==> src/rtl/execute_stage_mc.sv <==
// Execute stage: forwarding muxes, single-cycle ALU, branch/jump resolution and an
// iterative shift-add multiplier that stalls E until the product is written to M.
module execute_stage_mc #(
  parameter int unsigned XLEN = 32,
  parameter int unsigned RA_W = 5
) (
  input  logic            clk,
  input  logic            rst,
  input  logic            valid_e,
  input  logic            flush_e,
  input  logic [3:0]      alu_ctrl_e,
  input  logic            alu_src_e,
  input  logic            branch_e,
  input  logic            jump_e,
  input  logic            jalr_e,
  input  logic [2:0]      br_funct3_e,
  input  logic            reg_write_e,
  input  logic            mem_write_e,
  input  logic [1:0]      result_src_e,
  input  logic [XLEN-1:0] rd1_e,
  input  logic [XLEN-1:0] rd2_e,
  input  logic [XLEN-1:0] imm_e,
  input  logic [XLEN-1:0] pc_e,
  input  logic [XLEN-1:0] pc_plus4_e,
  input  logic [XLEN-1:0] result_w,
  input  logic [RA_W-1:0] rd_e,
  input  logic [1:0]      forward_a_e,
  input  logic [1:0]      forward_b_e,
  output logic            pc_src_e,
  output logic [XLEN-1:0] pc_target_e,
  output logic            busy_e,
  output logic            valid_m,
  output logic            reg_write_m,
  output logic            mem_write_m,
  output logic [1:0]      result_src_m,
  output logic [RA_W-1:0] rd_m,
  output logic [XLEN-1:0] alu_result_m,
  output logic [XLEN-1:0] write_data_m,
  output logic [XLEN-1:0] pc_plus4_m
);

  localparam int unsigned SHW = $clog2(XLEN);
  localparam int unsigned CW  = $clog2(XLEN) + 1;
  localparam logic [3:0]  OpMul = 4'b1011;

  typedef enum logic [1:0] {StIdle, StMul, StDone} state_t;

  state_t            state_q, state_d;
  logic [CW-1:0]     cnt_q;
  logic [XLEN-1:0]   acc_q, mplier_q, mcand_q;
  logic              h_reg_write_q, h_mem_write_q;
  logic [1:0]        h_result_src_q;
  logic [RA_W-1:0]   h_rd_q;
  logic [XLEN-1:0]   h_pc_plus4_q, h_wdata_q;

  logic [XLEN-1:0]   src_a, fwd_b, src_b, alu_y, jalr_sum;
  logic [SHW-1:0]    shamt;
  logic              cond, start;

  always_comb begin
    unique case (forward_a_e)
      2'b01:   src_a = result_w;
      2'b10:   src_a = alu_result_m;
      default: src_a = rd1_e;
    endcase
    unique case (forward_b_e)
      2'b01:   fwd_b = result_w;
      2'b10:   fwd_b = alu_result_m;
      default: fwd_b = rd2_e;
    endcase
  end

  assign src_b = alu_src_e ? imm_e : fwd_b;
  assign shamt = src_b[SHW-1:0];

  // MUL (1011) never reaches M through this path; the FSM supplies its result.
  always_comb begin
    alu_y = '0;
    case (alu_ctrl_e)
      4'b0000: alu_y = src_a + src_b;
      4'b0001: alu_y = src_a - src_b;
      4'b0010: alu_y = src_a & src_b;
      4'b0011: alu_y = src_a | src_b;
      4'b0100: alu_y = src_a ^ src_b;
      4'b0101: alu_y = {{(XLEN-1){1'b0}}, $signed(src_a) < $signed(src_b)};
      4'b0110: alu_y = {{(XLEN-1){1'b0}}, src_a < src_b};
      4'b0111: alu_y = src_a << shamt;
      4'b1000: alu_y = src_a >> shamt;
      4'b1001: alu_y = $signed(src_a) >>> shamt;
      4'b1010: alu_y = src_b;
      default: alu_y = '0;
    endcase
  end

  always_comb begin
    cond = 1'b0;
    case (br_funct3_e)
      3'b000:  cond = (src_a == fwd_b);
      3'b001:  cond = (src_a != fwd_b);
      3'b100:  cond = ($signed(src_a) < $signed(fwd_b));
      3'b101:  cond = ($signed(src_a) >= $signed(fwd_b));
      3'b110:  cond = (src_a < fwd_b);
      3'b111:  cond = (src_a >= fwd_b);
      default: cond = 1'b0;
    endcase
  end

  assign jalr_sum    = src_a + imm_e;
  assign pc_target_e = jalr_e ? {jalr_sum[XLEN-1:1], 1'b0} : pc_e + imm_e;

  assign start  = (state_q == StIdle) && valid_e && !flush_e && (alu_ctrl_e == OpMul);
  assign busy_e = start || (state_q == StMul);

  assign pc_src_e = valid_e && !flush_e && !busy_e && (jump_e || jalr_e || (branch_e && cond));

  always_comb begin
    state_d = state_q;
    case (state_q)
      StIdle:  if (start) state_d = StMul;
      StMul: begin
        if (flush_e)                  state_d = StIdle;
        else if (cnt_q == CW'(1))     state_d = StDone;
      end
      StDone:  state_d = StIdle;
      default: state_d = StIdle;
    endcase
  end

  // Operands and the instruction's M control are captured at start so later
  // forwarding changes cannot disturb the product.
  always_ff @(posedge clk) begin
    if (rst) begin
      state_q        <= StIdle;
      cnt_q          <= '0;
      acc_q          <= '0;
      mplier_q       <= '0;
      mcand_q        <= '0;
      h_reg_write_q  <= 1'b0;
      h_mem_write_q  <= 1'b0;
      h_result_src_q <= '0;
      h_rd_q         <= '0;
      h_pc_plus4_q   <= '0;
      h_wdata_q      <= '0;
    end else begin
      state_q <= state_d;
      if (start) begin
        mplier_q       <= src_a;
        mcand_q        <= src_b;
        acc_q          <= '0;
        cnt_q          <= CW'(XLEN);
        h_reg_write_q  <= reg_write_e;
        h_mem_write_q  <= mem_write_e;
        h_result_src_q <= result_src_e;
        h_rd_q         <= rd_e;
        h_pc_plus4_q   <= pc_plus4_e;
        h_wdata_q      <= fwd_b;
      end else if (state_q == StMul) begin
        if (mplier_q[0]) acc_q <= acc_q + mcand_q;
        mplier_q <= mplier_q >> 1;
        mcand_q  <= mcand_q << 1;
        cnt_q    <= cnt_q - CW'(1);
      end
    end
  end

  always_ff @(posedge clk) begin
    if (rst) begin
      valid_m      <= 1'b0;
      reg_write_m  <= 1'b0;
      mem_write_m  <= 1'b0;
      result_src_m <= '0;
      rd_m         <= '0;
      alu_result_m <= '0;
      write_data_m <= '0;
      pc_plus4_m   <= '0;
    end else if (flush_e || busy_e || (!valid_e && state_q != StDone)) begin
      valid_m     <= 1'b0;
      reg_write_m <= 1'b0;
      mem_write_m <= 1'b0;
    end else if (state_q == StDone) begin
      valid_m      <= 1'b1;
      reg_write_m  <= h_reg_write_q;
      mem_write_m  <= h_mem_write_q;
      result_src_m <= h_result_src_q;
      rd_m         <= h_rd_q;
      alu_result_m <= acc_q;
      write_data_m <= h_wdata_q;
      pc_plus4_m   <= h_pc_plus4_q;
    end else begin
      valid_m      <= 1'b1;
      reg_write_m  <= reg_write_e;
      mem_write_m  <= mem_write_e;
      result_src_m <= result_src_e;
      rd_m         <= rd_e;
      alu_result_m <= alu_y;
      write_data_m <= fwd_b;
      pc_plus4_m   <= pc_plus4_e;
    end
  end

endmodule

==> config.mk <==
export PLATFORM = sky130hd
export DESIGN_NAME = execute_stage_mc
export DESIGN_NICKNAME = d
export VERILOG_FILES = /design/src/rtl/execute_stage_mc.sv
export SDC_FILE = /design/constraint.sdc
export NUM_CORES = 2
export LEC_CHECK = 0
export ABC_AREA = 1
export BUFFER_PORTS_ARGS = -buffer_cell sky130_fd_sc_hd__clkbuf_2
export CORE_MARGIN = 1
export CORE_UTILIZATION = 45
export CTS_CLUSTER_DIAMETER = 120
export DETAILED_ROUTE_END_ITERATION = 7
export PLACE_DENSITY = 0.7
export SETUP_SLACK_MARGIN = 0.15
export SKIP_CTS_REPAIR_TIMING = 1
export SYNTH_ARGS = -nofsm -noshare
export SYNTH_HDL_FRONTEND = slang
export SYNTH_SLANG_ARGS = --single-unit
==> constraint.sdc <==
create_clock -name clk -period 9.2 [get_ports clk]
set_input_delay 0.92 -clock clk [delete_from_list [all_inputs] [get_ports clk]]
set_output_delay 0.92 -clock clk [all_outputs]
set_load 0.05 [all_outputs]
* Word-level counts from Yosys, hierarchy flattened *
Index checks and enable logic that the tools add are counted.

word-level totals
  flip-flop bits (word level) = 283
  input port bits = 220
  output and inout bits = 140

cells by class
  shifts and indexed selects = 3
  $lt $le $gt $ge = 6
  add/sub/neg operators = 6
  muxes and demuxes = 24
  equality and inequality tests = 28
  bitwise operators = 3
  reductions and logical operators = 24

operators with widths
  kind                                            count
  one-hot mux 32 bit (11 select lines)            1
  2-to-1 mux 32 bit                               9
  adder 32 bit                                    4
  less-than comparator 32 bit                     4
  one-hot mux 32 bit (2 select lines)             2
  >= comparator 32 bit                            2
  bitwise AND 32 bit                              1
  == test 32 bit                                  1
  inequality test 32 bit                          1
  OR 32 bit                                       1
  left shift 32 x 5 -> 32 bit                     1
  >> shifter 32 x 5 -> 32 bit                     1
  >>> shifter 32 x 5 -> 32 bit                    1
  subtractor 32 bit                               1
  bitwise XOR 32 bit                              1
  == test 4 x 3 -> 1 bit (second input constant)  4
  == test 4 bit (second input constant)           4
  == test 3 bit (second input constant)           4
  2-to-1 mux 6 bit                                2
  == test 4 x 2 -> 1 bit (second input constant)  2
  logical AND 1 bit                               8
  2-to-1 mux 2 bit                                4
  == test 2 x 1 -> 1 bit (second input constant)  3
  == test 2 bit (second input constant)           3
  18 further kinds                                29

* Longest topological paths before layout *
  depth in word-level cells = 8
  gate-level depth with buffers = 30

* Worst setup path after synthesis *
No wires, ideal clock.

  path type = in2out
  start point = input port forward_a_e[0]
  end point = output port pc_target_e[19]
  stages = 17
  slack = 4069 ps
  data arrival time = 4211 ps
  buffers on the path = 1
  cell sequence = inv_1 ha_1 inv_2 buf_2 nand3_1 o21ai_0 inv_1 ha_1 a21oi_1 o21ai_0 a21oi_1 nand2_1 nand2_1 nand2_1 a21oi_1 nor2_1 o21ai_0

between the ends
  word-level cells in the longest chain between the ends = 4

ends and longest elaborated chain
  what                                                     line  source
  start: declaration                                       27    input logic [1:0] forward_a_e,
  == test 2 bit or == test 2 x 1 -> 1 bit (tied branches)  61    unique case (forward_a_e)
  one-hot mux 32 bit (2 select lines) *                    61
  adder 32 bit *                                           108   assign jalr_sum = src_a + imm_e;
  2-to-1 mux 32 bit *                                      109   assign pc_target_e = jalr_e ? {jalr_sum[XLEN-1:1], 1'b0} : pc_e + imm_e;
  end: declaration                                         30    output logic [XLEN-1:0] pc_target_e,

Mark *: on every way between the ends. The rest lies on a longest branch, timed or not.

* Worst setup path after layout *
  start point = input port forward_a_e[0]
  end point = output port pc_target_e[25]

Same word-level chain as after synthesis.

==> impl_metrics.tcl <==
set metrics [dict create \
    status "finished clean" \
    dieWidth_um 254 \
    grt_max_degree 102 \
    synthArstFlopShare_pct 0 \
    syn_to_final_growth_pct 11.6 \
    setup.worst_path.start_class "primary input" \
    grt_pass1_vias 32200 \
    core_sq_um 63000 \
    grt_use_total_pct 48.0 \
    place_congestion 1.13 \
    wl_um 162000 \
    fin_skew_ps 25.2 \
    ys_seq_area_share_pct 19.8 \
    die_area_sq_um 64600 \
    post-route-util_pct 50.8 \
    clock.fmax_mhz 147 \
    clock_sink_count 283 \
    pwr_density_cell_nw_per_um2 170 \
    clk-insertion-delay-late_ps 570 \
    p_int_mw 2.78 \
    start_util_pct 45.5 \
    drive_gt1_share_pct 11.1 \
    syn_avg_cell_area_sq_um 5.99 \
    setup_tns_ps 0 \
    num_vias 37000 \
    p_leak_nw 15.3 \
    ant_nets 0 \
    synth_ff_type "dfxtp_1" \
    switching_share_pct 48.9 \
    syn_inst 4780 \
    crit_arrival_ps 5860 \
    final_cell_area_sq_um 32000 \
    clockBufferDepth 3 \
    r2r_slack_ps 4210 \
    final_common_cell "nand2_1" \
    mostFrequentLayoutCells "nand2_1 (1,181), nand3_1 (515), a21oi_1 (499)" \
    ys_types 62 \
    num_rows 92 \
    maxCapViolations 0 \
    ys_warn_count 0 \
    power.total_mw 5.43 \
    port_buffers 359 \
    slew_viol_final 0 \
    slew-limit-headroom_pct 2.03 \
    final_hold_viol_count 0 \
    finalSetupViolCount 0 \
    peakVddDrop_mv 0.100 \
    placed_area_sq_um 30700 \
    dr.first_iter.drc_count 5945 \
    worst_pin_slew_ps 1460 \
    ys_ff_latch 283 \
    syn_nets 5235 \
    via_per_inst 6.32 \
    die_y_um 254 \
    wl_per_cell_um 27.7 \
    seqPwrFrac_pct 24.2 \
    hp-class "flop to flop" \
    cts_tree "yes" \
    grt_pass1_wl_um 225000 \
    gr-total-overflow 0 \
    drc 0 \
    end_kind "output port" \
    clk_pin_slew_worst_paths_ps 60 \
    firstDrtPassIters 8 \
    pin_count 360 \
    period_share_pct 73.7 \
    synth.cell_area_sq_um 28600 \
    path_class "primary input to output port" \
    power.switching_mw 2.65 \
    numCtsBuffers 35 \
    finalNetCount 5431 \
    holdWs_ps 445 \
    combPwrFrac_pct 48.3 \
    critical_path_required_ps 8280 \
    synth-edff-count 0 \
    dp.final_hpwl_um 129000 \
    antenna_found_initial 20 \
    p_clk_share_pct 27.5 \
    clockRootBuffer "clkbuf_16" \
    critPathMaxFanout 37 \
    rsz0062_at_grt "false" \
    period_needed_ps 6780 \
    cts_max_level 2 \
]
==> power by group through the flow <==
stage,registers [mW],clock network (mW),logic (mW)
global placement,1.34,0,2.49
detailed placement,1.34,0,2.46
CTS,1.31,1.50,2.47
floorplan,1.41,0,1.50
finish,1.31,1.49,2.62
global route,1.31,1.54,2.74
==> state kept, by name, summed over array words and instances (netlist names), 2 cells and up <==
signal and flops:
acc_q 32, result_src_m 2, write_data_m 32, mcand_q 32, rd_m 5, cnt_q 6
h_result_src_q 2, pc_plus4_m 32, h_wdata_q 32, mplier_q 32, h_pc_plus4_q 32, state_q 2
alu_result_m 32, h_rd_q 5
==> through the flow <==
| stage | worst slack (ps) | std cells |
|---|---|---|
| after floorplan | 4070 | 4780 |
| after global placement | 2760 | 5785 |
| after detailed placement | 2750 | 5785 |
| after CTS | 2740 | 5847 |
| after global routing | 2340 | 5849 |
| final | 2420 | 5860 |
==> cells by family after synthesis <==
| kind of cell | share of synthesized area, % |
|---|---|
| buf+inv | 10.2 |
| fa+ha+maj | 10.4 |
| xor+xnor | 1.16 |
| simple gates | 32.3 |
| compound gates | 26.1 |
| flops | 19.8 |
==> layer usage <==
metal	vias to the layer above	global-route usage [%]	share of wire, %
li1	16600	-	-
met1	17100	62.3	39
met2	2752	67.4	40
met3	531	19.5	15
met4	28	24.6	5.8
met5	-	1.65	0.27
==> final cells by class <==
type	count	area (sq um)
clock buffers	45	963
flip-flops and latches	283	5670
multi-input cells	3786	20100
clock inverters	17	251
fillers	6725	31000
well taps	846	1060
repair buffers	411	2190
inverters	459	1730
diodes	13	32.5
==> synth_stat cells, drive strengths merged, types with 6 or more instances <==
master,n,area [sq um]
nand4,42,263
a31oi,54,338
dfxtp,283,5670
or2,20,125
o21bai,31,233
a221oi,14,123
o21a,27,203
o22ai,23,144
clkbuf,142,534
xor2,21,184
nor4,14,87.6
ha,230,2880
o21ai,547,2780
a211oi,6,45.0
a21boi,11,82.6
o211ai,51,388
xnor2,17,149
nor3,42,221
nand2,1193,4510
a21oi,499,2500
inv,457,1720
nand3,524,2670
a21o,17,128
o31ai,6,45.0
o2bb2ai,18,252
o221ai,13,114
nand3b,8,60.1
buf,110,662
nor2,335,1270
==> worst paths after layout <==
path,start,end,cells past startpoint
max reg2reg,alu_result_m[4],alu_result_m[25],20
max,forward_a_e[0],pc_target_e[25],18
min reg2reg,h_result_src_q[0],h_result_src_q[0],2
min,h_result_src_q[0],h_result_src_q[0],2
==> critical path, cell delays in order <==
cell and delay [ps]:
clkbuf_2 90, inv_1 40, ha_1 290, inv_2 530, buf_4 420, nand3_1 120
o21ai_1 740, inv_1 450, ha_1 480, a21oi_1 230, inv_1 60, a21oi_1 220
o21ai_0 140, a221oi_1 250, nand2_1 120, o21ai_0 310, nand2_1 150, clkbuf_2 270
Power figures use the tool's default switching activity.
